[config.mk]
export PLATFORM = sky130hd
export DESIGN_NAME = serial_adder_ctrl
export DESIGN_NICKNAME = d
export VERILOG_FILES = /design/src/rtl/serial_adder_ctrl.sv
export SDC_FILE = /design/constraint.sdc
export NUM_CORES = 1
export LEC_CHECK = 0
export CAP_MARGIN = 0
export CELL_PAD_IN_SITES_DETAIL_PLACEMENT = 0
export CELL_PAD_IN_SITES_GLOBAL_PLACEMENT = 1
export CORE_MARGIN = 3
export CORE_UTILIZATION = 40
export CTS_BUF_LIST = sky130_fd_sc_hd__clkbuf_4
export DETAILED_ROUTE_END_ITERATION = 8
export PLACE_DENSITY = 0.91
export SYNTH_ARGS = -nofsm -noshare
export SYNTH_HDL_FRONTEND = slang
export SYNTH_SLANG_ARGS = --single-unit
[constraint.sdc]
create_clock -name clk -period 3.2 [get_ports clk]
set_clock_uncertainty 0.15 [all_clocks]
set_input_delay 0.8 -clock clk [delete_from_list [all_inputs] [get_ports clk]]
set_output_delay 0.8 -clock clk [all_outputs]
set_load 0.03 [all_outputs]
[src/rtl/serial_adder_ctrl.sv]
// -----------------------------------------------------------------------------
// serial_adder_ctrl
//
// Bit-serial adder: datapath plus controller. Two WIDTH-bit operands are
// captured on an accepted start, then added LSB-first one bit per clock through
// a single full-adder slice. The running carry lives in a 1-bit register. Each
// sum bit is shifted into the result register from the MSB end. Completion is
// flagged with a one-cycle done pulse.
//
// Ports:
//   clk    - system clock, all state changes on the rising edge
//   rst    - synchronous, active-high reset (priority over everything)
//   start  - begin an addition; only looked at while idle
//   a, b   - WIDTH-bit operands, captured on the accept edge
//   cin    - initial carry-in, captured on the accept edge
//   sum    - result register, holds the last completed sum
//   cout   - final carry-out, held alongside sum
//   busy   - high while bits are being processed
//   done   - one-cycle pulse when sum/cout are valid
// -----------------------------------------------------------------------------
module serial_adder_ctrl #(
  parameter int WIDTH = 8,
  parameter int CW    = 4
) (
  input  logic             clk,
  input  logic             rst,
  input  logic             start,
  input  logic [WIDTH-1:0] a,
  input  logic [WIDTH-1:0] b,
  input  logic             cin,
  output logic [WIDTH-1:0] sum,
  output logic             cout,
  output logic             busy,
  output logic             done
);

  typedef enum logic [1:0] {
    IDLE = 2'd0,
    RUN  = 2'd1,
    DONE = 2'd2
  } state_e;

  localparam logic [CW-1:0] LastCount = CW'(WIDTH - 1);

  state_e           state_q, state_d;
  logic [WIDTH-1:0] aSh_q, aSh_d;
  logic [WIDTH-1:0] bSh_q, bSh_d;
  logic             carry_q, carry_d;
  logic [CW-1:0]    count_q, count_d;
  logic [WIDTH-1:0] sum_q, sum_d;
  logic             cout_q, cout_d;

  logic             sliceSum;
  logic             sliceCarry;
  logic             lastBit;

  // The single full-adder slice always looks at the LSBs of the operand
  // shift registers and at the carry flop's q; its carry output is the
  // carry flop's d while running.
  assign sliceSum   = aSh_q[0] ^ bSh_q[0] ^ carry_q;
  assign sliceCarry = (aSh_q[0] & bSh_q[0]) | (aSh_q[0] & carry_q) | (bSh_q[0] & carry_q);
  assign lastBit    = (count_q == LastCount);

  // All state, including the datapath registers, updates here. Reset is
  // synchronous and wipes any partial result.
  always_ff @(posedge clk) begin
    if (rst) begin
      state_q <= IDLE;
      aSh_q   <= '0;
      bSh_q   <= '0;
      carry_q <= 1'b0;
      count_q <= '0;
      sum_q   <= '0;
      cout_q  <= 1'b0;
    end else begin
      state_q <= state_d;
      aSh_q   <= aSh_d;
      bSh_q   <= bSh_d;
      carry_q <= carry_d;
      count_q <= count_d;
      sum_q   <= sum_d;
      cout_q  <= cout_d;
    end
  end

  // Next-state logic. start only matters in IDLE; DONE always lasts a single
  // cycle, so a start seen there is dropped rather than queued.
  always_comb begin
    state_d = state_q;
    case (state_q)
      IDLE:    if (start) state_d = RUN;
      RUN:     if (lastBit) state_d = DONE;
      DONE:    state_d = IDLE;
      default: state_d = IDLE;
    endcase
  end

  // Datapath next values. The counter holds at its final value on the last
  // bit instead of incrementing, so it never wraps even when 2^CW == WIDTH.
  always_comb begin
    aSh_d   = aSh_q;
    bSh_d   = bSh_q;
    carry_d = carry_q;
    count_d = count_q;
    sum_d   = sum_q;
    cout_d  = cout_q;
    case (state_q)
      IDLE: begin
        if (start) begin
          aSh_d   = a;
          bSh_d   = b;
          carry_d = cin;
          count_d = '0;
        end
      end
      RUN: begin
        carry_d = sliceCarry;
        sum_d   = {sliceSum, sum_q[WIDTH-1:1]};
        aSh_d   = {1'b0, aSh_q[WIDTH-1:1]};
        bSh_d   = {1'b0, bSh_q[WIDTH-1:1]};
        if (lastBit) begin
          cout_d = sliceCarry;
        end else begin
          count_d = count_q + CW'(1);
        end
      end
      default: begin
      end
    endcase
  end

  // Status outputs are pure decodes of the registered state, so there is no
  // combinational path from start to busy/done.
  always_comb begin
    busy = (state_q == RUN);
    done = (state_q == DONE);
  end

  assign sum  = sum_q;
  assign cout = cout_q;

endmodule

# Word-level counts from Yosys, hierarchy flattened
# Index checks and enable logic that the tools add are counted.
[totals]
elab_cells = 39
reg_bits = 32
out_inout_bits = 11
[classes]
n_addsub = 1
reduce_logical = 6
n_bitwise = 7
eq_ne = 6
mux = 12
[op_table]
columns = ["op", "n"]
rows = [
  ["8-bit case mux with 2 select lines", 2],
  ["8-bit two-way mux", 2],
  ["4-bit two-way mux", 2],
  ["4-bit case mux with 2 select lines", 1],
  ["2-bit AND reduction", 3],
  ["4-bit by 1-bit adder with 4-bit output (second input constant)", 1],
  ["4-bit by 3-bit == test with 1-bit output (second input constant)", 1],
  ["2-bit two-way mux", 2],
  ["2-bit inequality test (second input constant)", 2],
  ["2-bit case mux with 2 select lines", 1],
  ["1-bit bitwise AND", 3],
  ["3-bit AND reduction", 1],
  ["2-bit by 1-bit == test with 1-bit output (second input constant)", 1],
  ["2-bit == test (second input constant)", 1],
  ["2-bit zero test", 1],
  ["2-bit by 1-bit inequality test with 1-bit output (second input constant)", 1],
  ["1-bit OR", 2],
  ["1-bit case mux with 2 select lines", 1],
  ["2-bit nonzero test", 1],
  ["1-bit bitwise XOR", 2],
  ["1-bit two-way mux", 1],
]

# Logic depth before layout (Yosys ltp)
[logic_depth]
ltp_word = 4
mapped_depth = 5

# Worst setup path before layout
# OpenSTA, ideal clock, no wires.
[synth_timing]
path_kind = "input-to-reg"
startpoint = "input rst"
endpoint = "register bSh_q[2]"
n_path_buf = 3
arrival_ns = 1.567
setup_slack_ns = 1.349
path_stages = 4
required_ns = 2.916
path_cell_list = "buf_2 -> clkbuf_1 -> buf_1 -> a211oi_1"
[synth_rtl]
columns = ["element", "line", "rtl"]
rows = [
  ["start: declaration", "26", "input logic rst,"],
  ["end signal: assignment", "78", "bSh_q <= bSh_d;"],
  ["end: declaration", "47", "logic [WIDTH-1:0] bSh_q, bSh_d;"],
]
# No word-level cell between the ends.

# Final worst setup path
[layout_timing]
startpoint = "register state_q[0]"
endpoint = "output busy"
[layout_between]
elab_chain_cells = 1
[layout_lines]
columns = ["element", "line", "rtl"]
rows = [
  ["start: declaration", "45", "state_e state_q, state_d;"],
  ["start signal: assignment", "76", "state_q <= state_d;"],
  ["2-bit by 1-bit == test with 1-bit output", "135", "busy = (state_q == RUN);"],
  ["end: declaration", "33", "output logic busy,"],
]
# No other way between the ends.

==> key figures <==
Status
  – Status: complete, no violations

Placement
  – Port bufs: 30
  – Placer Congestion: about 0.77
  – HPWL Detailed: 2082 um

Worst setup path
  – WP data required: 2250 ps
  – R2R Setup Slk: 1430 ps
  – CP startpoint kind: register
  – Slowest stage cell, crit path: clkdlybuf4s50_1
  – R2R depth: 5
  – Crit path cell chain: nand2b_4, inv_2, clkdlybuf4s50_1
  – Worst Path Buf+Inv: 2
  – Setup Crit Path Kind: register to output port
  – R2r startpoint: state_q[1]
  – CP top delay family: buffers and inverters
  – Crit path DAT: 1800 ps
  – Slowest Stage Delay on Critical Path: roughly 670 ps
  – Critical Path End Type: output port
  – Worst Path Max Fanout: 29
  – FF-to-FF End: count_q[3]

CTS
  – Max H-tree Level: 2
  – Hold Buf Count CTS: 0
  – # Post-CTS Setup Buffers: 0
  – Worst skew pair latency: 330 ps
  – # resized after CTS: 0
  – CTS Root Buffer Type: clkbuf_4
  – CTS Buffer Depth: 2
  – Total CTS buffers: 5
  – Worst-path clk slew: around 90 ps
  – Clock Sinks: 32
  – CTS tree: done

STA
  – FMAX: 363.8 MHz
  – Setup TNS: 0 ps
  – Relative slew margins: 0.6482
  – Fin. max-slew vios: 0
  – Tcrit/Tclk final: 0.8591
  – Worst Tran Pin Value: 526.1 ps
  – Fin. Hold Viols: 0
  – Final Setup Violations: 0
  – RSZ-0062 raised after global routing: false
  – Fin crit period: 2749 ps
  – Fin Hold WS: 308.6 ps

Drt
  – Routed WL per cell: 12.39 um
  – Vias: 1,274
  – Pre-antenna DRT Iters: 4
  – WL final: between 2000 and 3000 um
  – Vias per cell: ~5.3
  – Iteration-0 DRC Markers: 93
  – DRC violations left: 0
  – Final ANT Viol Nets: 0

Global route
  – GR Util met3: 0.05719
  – GR Util All Layers: 0.1592
  – GRT busiest layer: met2
  – Grt ovf: 0
  – GR Layer Usage met1: 0.1820
  – Largest net degree at the start of global routing: 30
  – First-pass GRT wire length: 5188 um
  – Initial antenna violation count: 0
  – Vias in the first global route: roughly 1,200
  – Met2 Use GR: 0.2644

Finish
  – Ratio of cells with drive above 1 in the final layout: 0.08122
  – Area growth syn-to-layout: 28.86%
  – Fin nets: roughly 220
  – Commonest non-fill, non-tap cell in the layout: nand2_1
  – # diodes: 0
  – Most frequent cells in the layout: 36 x nand2_1, 32 x dfxtp_1, 30 x clkdlybuf4s50_1

Synthesis
  – Area contributors post-synth: dfxtp_1 46%, a21oi_1 9.8%, nand2_1 9.8%
  – Sequential fraction of the synthesis area: 0.4646
  – Post-Syn Instances: 167
  – Avg Cell Area, Syn: around 8.3 um^2
  – Syn_nets: approximately 190
  – Synthesis Warnings: 0
  – Yosys reg bits: 32
  – Post-synth cell types: 31
  – Yosys top cell by area: dfxtp_1
  – Mapped Area: 0.001379 mm^2
  – Synth top area share: 0.4646

Worst hold path
  – Worst hold path startpoint: sum[0]
  – HP Class: register to register
  – Min-Delay Path Depth: 2
  – Hold EP: sum[0]

Job
  – Maxcap violations: 0

Pwr
  – Static Leak: between 0.6 and 0.7 nW
  – Worst vdd ir: 0.2277 mV
  – Pwr/cell area: 484.4 mW/mm^2

Die
  – Total core area: 0.003178 mm^2
  – Floorplan row count: 20
  – Chip width: 64.71 um
  – Die area: approximately 0.0042 mm^2
  – Initial Util: 0.4339
  – Chip height: roughly 65 um
  – IO Count: 31
power by group:
part / switching, mW / internal, mW / total (mW)
combinational: 0.0606 / 0.0545 / 0.115
sequential: 0.0140 / 0.420 / 0.434
clock: 0.139 / 0.172 / 0.312
total: 0.214 / 0.647 / 0.861
registers in the layout, summed over array words and instances (netlist names):
signal   flops
aSh_q        8
bSh_q        8
sum          8
count_q      4
state_q      2
carry_q      1
cout         1
metal layers:
metal	share of wire	wire, um	vias to the layer above
li1	-	-	634
met1	0.44	1303	583
met2	0.47	1415	52
met3	0.073	218	5
met4	0.016	48	0
met5	0	0	-
worst max path at each step:
stage | end | start | cells past startpoint
floorplan | bSh_q[2] | rst | 4
CTS | busy | state_q[0] | 3
finish | busy | state_q[0] | 3
global placement | bSh_q[7] | rst | 4
global route | busy | state_q[0] | 3
detailed placement | bSh_q[7] | rst | 4
metrics by stage:
stage	power [mW]	cells	area, um^2	worst slack (ps)	util
after floorplan	0.5158	167	1379	1349	-
after global placement	0.5564	233	1697	835.4	0.5339
after detailed placement	0.5589	233	1697	770.3	0.5339
after CTS	0.8685	241	1777	424.8	0.5591
after global routing	0.9068	241	1777	358.3	0.5591
final	0.8606	241	1777	450.9	0.5591
area by class of cell:
cell class                 instances  area, um^2
timing repair buffer              34       330.3
clock inverter                     2       35.03
inverter                           1       3.754
sequential                        32       640.6
tap                               44       55.05
multi-input combinational        122       666.9
fill                             310        1401
clock buffer                       6       45.04
logic make-up after synthesis:
group | share of synthesized area
AO/OA/AOI/OAI | 0.2269
AND/OR/NAND/NOR | 0.2332
buffers and inverters | 0.05172
adder cells (fa/ha/maj) | 0.02359
flip-flops | 0.4646
cell usage after synthesis:
library cell and n:
a311oi_1 1, or4_1 1, nor4_1 2, nand2b_1 2
or2_2 1, a211o_1 1, clkbuf_1 2, and3b_1 1
o21ba_2 1, ha_1 1, nand3_1 2, buf_2 6
nand2b_4 1, dfxtp_1 32, a21oi_1 27, fa_1 1
nor2b_1 5, buf_1 1, o31ai_1 1, buf_6 1
o22ai_1 2, or4b_1 1, inv_2 1, nand2_1 36
o21bai_1 1, buf_4 2, a211oi_1 15, o21ai_0 2
nor2_1 15, nor3b_1 1, and4b_1 1
worst register-to-register path, stage by stage (launching register included):
cell      delay (ps)
dfxtp_1          420
nand2b_4         350
inv_2             60
buf_4            220
and4b_1          200
a211o_1          250
Note: power is estimated with default switching activity, not from simulation.
